**config.mk**
```make
export PLATFORM = sky130hd
export DESIGN_NAME = irq_concat_sync
export DESIGN_NICKNAME = d
export VERILOG_FILES = /design/src/rtl/irq_concat_sync.sv
export SDC_FILE = /design/constraint.sdc
export NUM_CORES = 1
export LEC_CHECK = 0
export CAP_MARGIN = 25
export CORE_MARGIN = 4
export CORE_UTILIZATION = 37
export CTS_BUF_LIST = sky130_fd_sc_hd__clkbuf_4 sky130_fd_sc_hd__clkbuf_8 sky130_fd_sc_hd__clkbuf_16
export DETAILED_ROUTE_END_ITERATION = 8
export PLACE_DENSITY = 0.81
export SKIP_LAST_GASP = 1
export SYNTH_ARGS = -nofsm -noshare
export SYNTH_HDL_FRONTEND = slang
export SYNTH_SLANG_ARGS = --single-unit
```
**constraint.sdc**
```tcl
create_clock -name clk -period 1.55 [get_ports clk]
set_clock_uncertainty 0.2 [all_clocks]
set_input_delay 0.2325 -clock clk [delete_from_list [all_inputs] [get_ports clk]]
set_output_delay 0.2325 -clock clk [all_outputs]
set_load 0.01 [all_outputs]
```
**src/rtl/irq_concat_sync.sv**
```systemverilog
// ----------------------------------------------------------------------------
// irq_concat_sync
//
// Collects SIGNAL_IN_NUM asynchronous interrupt lines into one clock domain.
// Each line is polarity-corrected, synchronised, then qualified either as a
// level (follows the synchronised input) or as a sticky edge (set on a rising
// edge, cleared by a write-1 pulse on clr). The qualified vector is masked by
// en and summarised as irq_any / irq_id (lowest asserted channel).
//
// Parameters
//   SIGNAL_IN_NUM  channel count N, 1..32
//   SYNC_STAGES    synchroniser depth per channel, 1..3
//   EDGE_MASK      bit i = 1 -> channel i is edge mode, 0 -> level mode
//   INV_MASK       bit i = 1 -> channel i input is active-low
//
// Ports
//   clk      single clock for all state
//   rst      asynchronous, active-high reset
//   din      raw interrupt lines, asynchronous to clk
//   en       per-channel output enable (masks dout, never clears pending)
//   clr      per-channel write-1-to-clear for edge channels
//   dout     qualified interrupts, pend & en
//   irq_any  OR of dout
//   irq_id   index of lowest asserted dout bit, 0 when none
// ----------------------------------------------------------------------------
module irq_concat_sync #(
    parameter int                       SIGNAL_IN_NUM = 8,
    parameter int                       SYNC_STAGES   = 2,
    parameter logic [SIGNAL_IN_NUM-1:0] EDGE_MASK     = '0,
    parameter logic [SIGNAL_IN_NUM-1:0] INV_MASK      = '0,
    localparam int                      ID_W          = (SIGNAL_IN_NUM > 1) ? $clog2(SIGNAL_IN_NUM) : 1
) (
    input  logic                     clk,
    input  logic                     rst,
    input  logic [SIGNAL_IN_NUM-1:0] din,
    input  logic [SIGNAL_IN_NUM-1:0] en,
    input  logic [SIGNAL_IN_NUM-1:0] clr,
    output logic [SIGNAL_IN_NUM-1:0] dout,
    output logic                     irq_any,
    output logic [ID_W-1:0]          irq_id
);

    // Synchroniser chain holds active-high levels: the inversion is applied
    // before the first flop, so a reset value of 0 always means "inactive"
    // regardless of INV_MASK.
    logic [SYNC_STAGES-1:0][SIGNAL_IN_NUM-1:0] sync;
    logic [SIGNAL_IN_NUM-1:0]                  s;
    logic [SIGNAL_IN_NUM-1:0]                  prev;
    logic [SIGNAL_IN_NUM-1:0]                  pend;
    logic [SIGNAL_IN_NUM-1:0]                  rise;
    logic [SIGNAL_IN_NUM-1:0]                  edge_next;
    logic [SIGNAL_IN_NUM-1:0]                  pend_next;

    assign s = sync[SYNC_STAGES-1];

    // NOTE: sequential state uses non-blocking assignments so every flop
    // samples the pre-edge value of its neighbours, giving a true shift chain.
    always_ff @(posedge clk or posedge rst) begin
        if (rst) begin
            sync <= '0;
        end else begin
            sync[0] <= din ^ INV_MASK;
            for (int k = 1; k < SYNC_STAGES; k++) begin
                sync[k] <= sync[k-1];
            end
        end
    end

    // Edge channels: a rising edge sets pend and overrides a coincident clear
    // so an interrupt arriving during the acknowledge is never lost.
    // Level channels simply follow s; clr is ignored for them.
    assign rise      = s & ~prev;
    assign edge_next = rise | (pend & ~clr);
    assign pend_next = (EDGE_MASK & edge_next) | (~EDGE_MASK & s);

    always_ff @(posedge clk or posedge rst) begin
        if (rst) begin
            prev <= '0;
            pend <= '0;
        end else begin
            prev <= s;
            pend <= pend_next;
        end
    end

    assign dout    = pend & en;
    assign irq_any = |dout;

    // Scan from the top down so the lowest asserted index is written last.
    // NOTE: irq_id gets its default before the loop so no path leaves it
    // unassigned, which would otherwise infer a latch.
    always_comb begin
        irq_id = '0;
        for (int i = SIGNAL_IN_NUM - 1; i >= 0; i--) begin
            if (dout[i]) begin
                irq_id = ID_W'(i);
            end
        end
    end

endmodule

```
== Yosys cells after proc, flatten, opt, wreduce, memory -nomap -nowiden ==
Cells that the tools add are included.

* Multiplexer cells: 8
* Bitwise gates (word level): 1
* Reductions and logical operators: 1

{| class="wikitable"
|+ Operator list
! operator !! number
|-
| $mux W3 || 8
|-
| $and A8 B8 Y8 || 1
|-
| $reduce_or A8 Y1 || 1
|}

* Bits of input ports: 26
* Output and inout bits: 12
* Flip-flop bits (word level): 24
* Logic and storage cells: 13

== Logic depth before layout (Yosys ltp) ==
Gate-level depths: netlist of run 1.

* Depth in word-level cells: 9
* Gate-level depth with buffers: 3
* Gate-level depth less buffers: 3

== Worst setup path before layout of run 1 ==
Ideal clock, no wire load.

* Path kind: register to output
* Start point: register pend[6]
* End point: output irq_any
* Path buffers: 0
* Setup slack: 0.154 ns
* Required time: 1.117 ns
* Stages on the path, launching flop included: 4
* Arrival: 0.963 ns
* Path through: dfrtp_1 -> a22o_1 -> and3b_1 -> nand4b_1

* Cells in the longest elaborated chain, start to end: 2

{| class="wikitable"
|+ Ends and longest elaborated chain
! item !! RTL line !! text
|-
| start: declaration || 49 || <nowiki>logic [SIGNAL_IN_NUM-1:0] pend;</nowiki>
|-
| start signal: assignment || 82 || <nowiki>pend <= pend_next;</nowiki>
|-
| $and A8 B8 Y8 || 86 || <nowiki>assign dout = pend & en;</nowiki>
|-
| $reduce_or A8 Y1 || 87 || <nowiki>assign irq_any = |dout;</nowiki>
|-
| end: declaration || 39 || <nowiki>output logic irq_any,</nowiki>
|}

Every way passes these cells.

== Worst setup path in the final report of run 1 ==
Ends and elaborated chain as after synthesis.

==> flow_summary.toml, run 1 <==
[outcome]
status = "finished, violations left"
failed_checks = "setup timing"

[clocking]
cts_made_buffers = 3
htree_num_levels = 1
clk_latency_ps = 280
path_clk_slew_ps = 110
clockRootBuffer = "clkbuf_4"
cts.path.max_buffers = 2
cts_sinks = 24
cts_hold_buffers = 0
cts_tree = "yes"

[critical_path]
slowest_delay_ps = 400
cp-start-kind = "register"
worstPathCellList = "a22o_1, and3b_2, nand4b_1, buf_2"
worstPathRequired_ps = 1120
crit_path_top_delay_cell = "dfrtp_1"
path_class = "reg -> out"
worstPathArrival_ps = 1410
cp_max_fo = 2
end_kind = "primary output"

[yosys]
synth_top_family_by_area = "simple AND/OR/NAND/NOR gates"
synth_cells = 51
synthSimpleGateAreaFrac = 0.111
ys_ff_latch = 24
muxShareOfSynthArea = 0
synth_compound_area_frac = 0.0420
syn_avg_cell_area_um2 = 14.6
yosysWarnings = 0
synth.distinct_cells = 13
synth_xor_area_frac = 0
syn-num-nets = 77
seq_area_frac_synth = 0.807
post_synth_fa_ha_maj_area_fraction = 0
synth_area_um2 = 744

[grt]
grt_pass1_vias = 541
grt_max_degree = 25
antenna_found_initial = 0
grt_pass1_wl_mm = 2.14
grt.overflow.total = 0
track_usage = 0.109

[sta]
finalSetupTns_ps = -878
finalCriticalPeriod_ps = 1840
max_freq_mhz = 542
finalCritPeriodShare = 1.19
slew_viol_final = 0
hold_viol_final = 0
setup-violations-final = 5
fin_ws_ps = -295
tightest_slew_ps = 271
rsz0062_at_grt = "yes"
slew_headroom = 0.819

[route]
route.vias.total = 524
totalWireLength_mm = 1.36
drt-initial-drc-count = 1
drt-wirelength-per-cell_um = 11.1
drt-vias-per-instance = 4.30
drt_pass1_iterations = 2
ant_nets = 0
drc_errors = 0

[placed_design]
gp_congestion = 0.677
io_buffer_count = 29
place_area_um2 = 1140

[pwr]
power_switching_uw = 226
pwr-share-comb = 0.154
pwr-share-seq = 0.624
worst_ir_drop_vdd_v = 0.000723
fin_total_pwr_uw = 1070
p_int_uw = 844
p_sw_frac = 0.211
p_per_area_nw_per_um2 = 893
p_leak_uw = 0.000623
p_clk_frac = 0.222

[job]
max-cap-violations = 0

[floorplanning]
coreArea_um2 = 1820
initial_utilization = 0.409
fp.dieW_um = 52.9
rows = 15
die_area_um2 = 2790
die_y_um = 52.9
ioPinCount = 38

[layout]
drive_gt1_frac = 0.423
layout_common_cells = "24 x dfrtp_1, 14 x clkdlybuf4s50_1, 13 x buf_4"
antennaDiodeCount = 0
final_common_cell = "dfrtp_1"
design_area_um2 = 1200
nets = 125
final_core_util = 0.658
synthToLayoutAreaGrowth_pct = 60.8

[worst_hold_path]
hp-class = "in -> async"
-- cell usage after synthesis --
cell type | instances | area [um^2]
and3b_1 | 1 | 8.76
a31oi_1 | 1 | 6.26
nand2_1 | 8 | 30.0
inv_1 | 8 | 30.0
dfrtp_1 | 24 | 601
nand4b_1 | 1 | 8.76
o221ai_1 | 1 | 8.76
a21boi_0 | 1 | 7.51
nor4_2 | 1 | 12.5
nand3_1 | 2 | 10.0
a22o_1 | 1 | 8.76
and2_1 | 1 | 6.26
nand4_1 | 1 | 6.26
-- final cells by class --
class | instances | area (um^2)
tap | 25 | 31.3
inverter | 8 | 30.0
timing repair buffer | 43 | 364
multi-input combinational | 19 | 149
clock buffer | 3 | 22.5
fill | 132 | 623
sequential | 24 | 601
-- cells by family after synthesis --
logic type	count (synthesis)
compound gates	4
buf+inv	8
flops	24
simple gates	15
-- metrics by stage --
step / worst slack, ps / hold WS [ps] / instances
after global routing: -399 / 79.1 / 122
final: -295 / 57.6 / 122
after detailed placement: -670 / 135 / 115
after CTS: -305 / 58.9 / 121
after floorplan: 154 / 47.1 / 51
after global placement: -623 / 131 / 115
-- routing by layer --
metal  vias up  wire length, um  track usage  share of wire
met4         0                5       0.0511         0.0037
met3         2              144       0.0197           0.11
met2        22              794        0.240           0.58
met1       244              415       0.0853           0.31
li1        256                -            -              -
met5         -                0            0              0
-- power by group through the flow --
| stage | clock (uW) | combinational, uW | sequential (uW) |
|---|---|---|---|
| finish | 238 | 164 | 668 |
| global route | 272 | 180 | 670 |
| CTS | 249 | 159 | 667 |
| detailed placement | 0 | 162 | 679 |
| global placement | 0 | 157 | 676 |
| floorplan | 0 | 52.3 | 675 |
-- sequential cells by signal, indices dropped and copies added, names as in the netlist --
name       cells
sync           8
pend_next      8
pend           8
-- what timing repair did --
| action | 4_1_cts | 5_1_grt |
|---|---|---|
| gates cloned | 0 | 0 |
| pin swaps | 9 | 4 |
| resized for setup | 56 | 8 |
| endpoints found under the hold margin | 0 | 0 |
| buffers inserted | 3 | 1 |
| endpoints found under the setup margin | 12 | 11 |
-- final timing paths --
kind / cells past startpoint / to / start / slack [ps]
worst min register to register: 0 / pend[3] / pend_next[3] / 160
worst min-delay path: 3 / sync[3] / rst / 60
max in group asynchronous: 3 / pend[5] / rst / 880
worst max register to register: 0 / pend_next[5] / sync[5] / 870
worst max-delay path: 4 / irq_any / pend[6] / -290
min in group clk: 0 / pend[3] / pend_next[3] / 160
-- critical path: cells and delay by family (launching register included) --
family / cells / cell delay, ps
DFF: 1 / 400
and+or+nand+nor: 2 / 350
AOI/OAI and AO/OA: 1 / 220
buffers and inverters: 1 / 150
No activity file was read; power rests on OpenSTA's default activity.
==> run 2, diff against run 1 <==
CORE_MARGIN = unset   (was 4)
GPL_TIMING_DRIVEN = 1   (was unset)
==> flow_summary.toml, run 2 (same netlist as run 1, synthesis figures left out) <==
[grt]
antenna_found_initial = 0
track_usage = 0.149
grt_pass1_vias = 531
grt_max_degree = 25
grt_pass1_wl_mm = 2.14
grt.overflow.total = 0

[layout]
final_common_cell = "dfrtp_1"
nets = 122
antennaDiodeCount = 0
design_area_um2 = 1210
synthToLayoutAreaGrowth_pct = 62.5
layout_common_cells = "24 x dfrtp_1, 17 x clkdlybuf4s50_1, 8 x buf_6"
drive_gt1_frac = 0.389
fill_cells = 139

[critical_path]
worstPathRequired_ps = 1120
crit_path_top_delay_cell = "clkdlybuf4s50_1"
r2r_start = "sync[6]"
worstPathCellList = "clkdlybuf4s50_1, a22o_1, and3b_2, nand4b_1, buf_2"
cp-startpoint = "en[6]"
path_class = "in -> out"
slowest_delay_ps = 440
worstPathArrival_ps = 1470
cp-start-kind = "primary input"
end_kind = "primary output"
cp_max_fo = 2

[route]
drt_pass1_iterations = 1
drt-initial-drc-count = 0
ant_nets = 0
drt-wirelength-per-cell_um = 11.1
route.vias.total = 529
drt-vias-per-instance = 4.41
drc_errors = 0
totalWireLength_mm = 1.33

[floorplanning]
rows = 15
die_y_um = 46.9
coreArea_um2 = 1800
die_area_um2 = 2200
fp.dieW_um = 46.9
ioPinCount = 38
initial_utilization = 0.413

[sta]
max_freq_mhz = 527
tightest_slew_ps = 287
slew_headroom = 0.809
fin_ws_ps = -348
finalSetupTns_ps = -1290
hold_viol_final = 0
finalCritPeriodShare = 1.22
rsz0062_at_grt = "yes"
slew_viol_final = 0
setup-violations-final = 5
finalCriticalPeriod_ps = 1900

[clocking]
cts_tree = "yes"
clockRootBuffer = "clkbuf_4"
cts.path.max_buffers = 2
htree_num_levels = 1
clk_latency_ps = 310
cts_sinks = 24
cts_hold_buffers = 0
cts_made_buffers = 3
path_clk_slew_ps = 120

[placed_design]
io_buffer_count = 29
place_area_um2 = 1130
gp_congestion = 0.633

[worst_hold_path]
hp-class = "in -> async"

[pwr]
p_per_area_nw_per_um2 = 1040
p_leak_uw = 0.000601
worst_ir_drop_vdd_v = 0.000788

[outcome]
status = "finished, violations left"
failed_checks = "setup timing"

[job]
max-cap-violations = 0
-- run 2: final cells by class --
type,count,area [um^2],area share
inverter,8,30.0,0.0248
multi-input combinational,19,136,0.113
clock inverter,1,30.0,0.0248
timing repair buffer,40,359,0.297
sequential,24,601,0.496
tap,25,31.3,0.0259
clock buffer,3,22.5,0.0186
-- run 2: worst max-delay path, delay by kind of cell --
kind	cells	cell delay, ps
buffers and inverters	2	600
AOI/OAI and AO/OA	1	260
and+or+nand+nor	2	370
-- run 2: path summary, 6_finish.rpt --
path | cells past startpoint | slack, ps | to
min reg2reg | 0 | 160 | pend[6]
min in group clk | 1 | 150 | sync[2]
max reg2reg | 0 | 850 | pend_next[6]
min | 3 | 50 | sync[3]
max in group asynchronous | 3 | 870 | pend[5]
max | 5 | -350 | irq_any
-- run 2: power breakdown --
part	switching, uW	internal [uW]
combinational	66.9	96.4
sequential	10.2	657
clock	169	261
-- run 2: what timing repair did --
action,in CTS,in global routing
setup endpoints to repair,12,12
resized for setup,48,13
setup buffers,2,1
pin swaps,7,2
-- run 2: through the flow --
| step | hold slack, ps | power, uW | instances | util | worst slack [ps] |
|---|---|---|---|---|---|
| CTS | 45.0 | 1270 | 119 | 0.659 | -345 |
| global placement | 132 | 828 | 113 | 0.625 | -628 |
| floorplan | 47.1 | 728 | 51 | - | 154 |
| finish | 48.3 | 1260 | 120 | 0.672 | -348 |
| detailed placement | 135 | 838 | 113 | 0.625 | -709 |
| global route | 74.1 | 1330 | 120 | 0.672 | -387 |
-- run 2: metal layers --
metal	vias to the layer above	track usage	share of wire
li1	253	-	-
met1	247	0.131	0.32
met2	25	0.300	0.58
met3	4	0.0308	0.071
met4	0	0.0857	0.024
met5	-	0	0
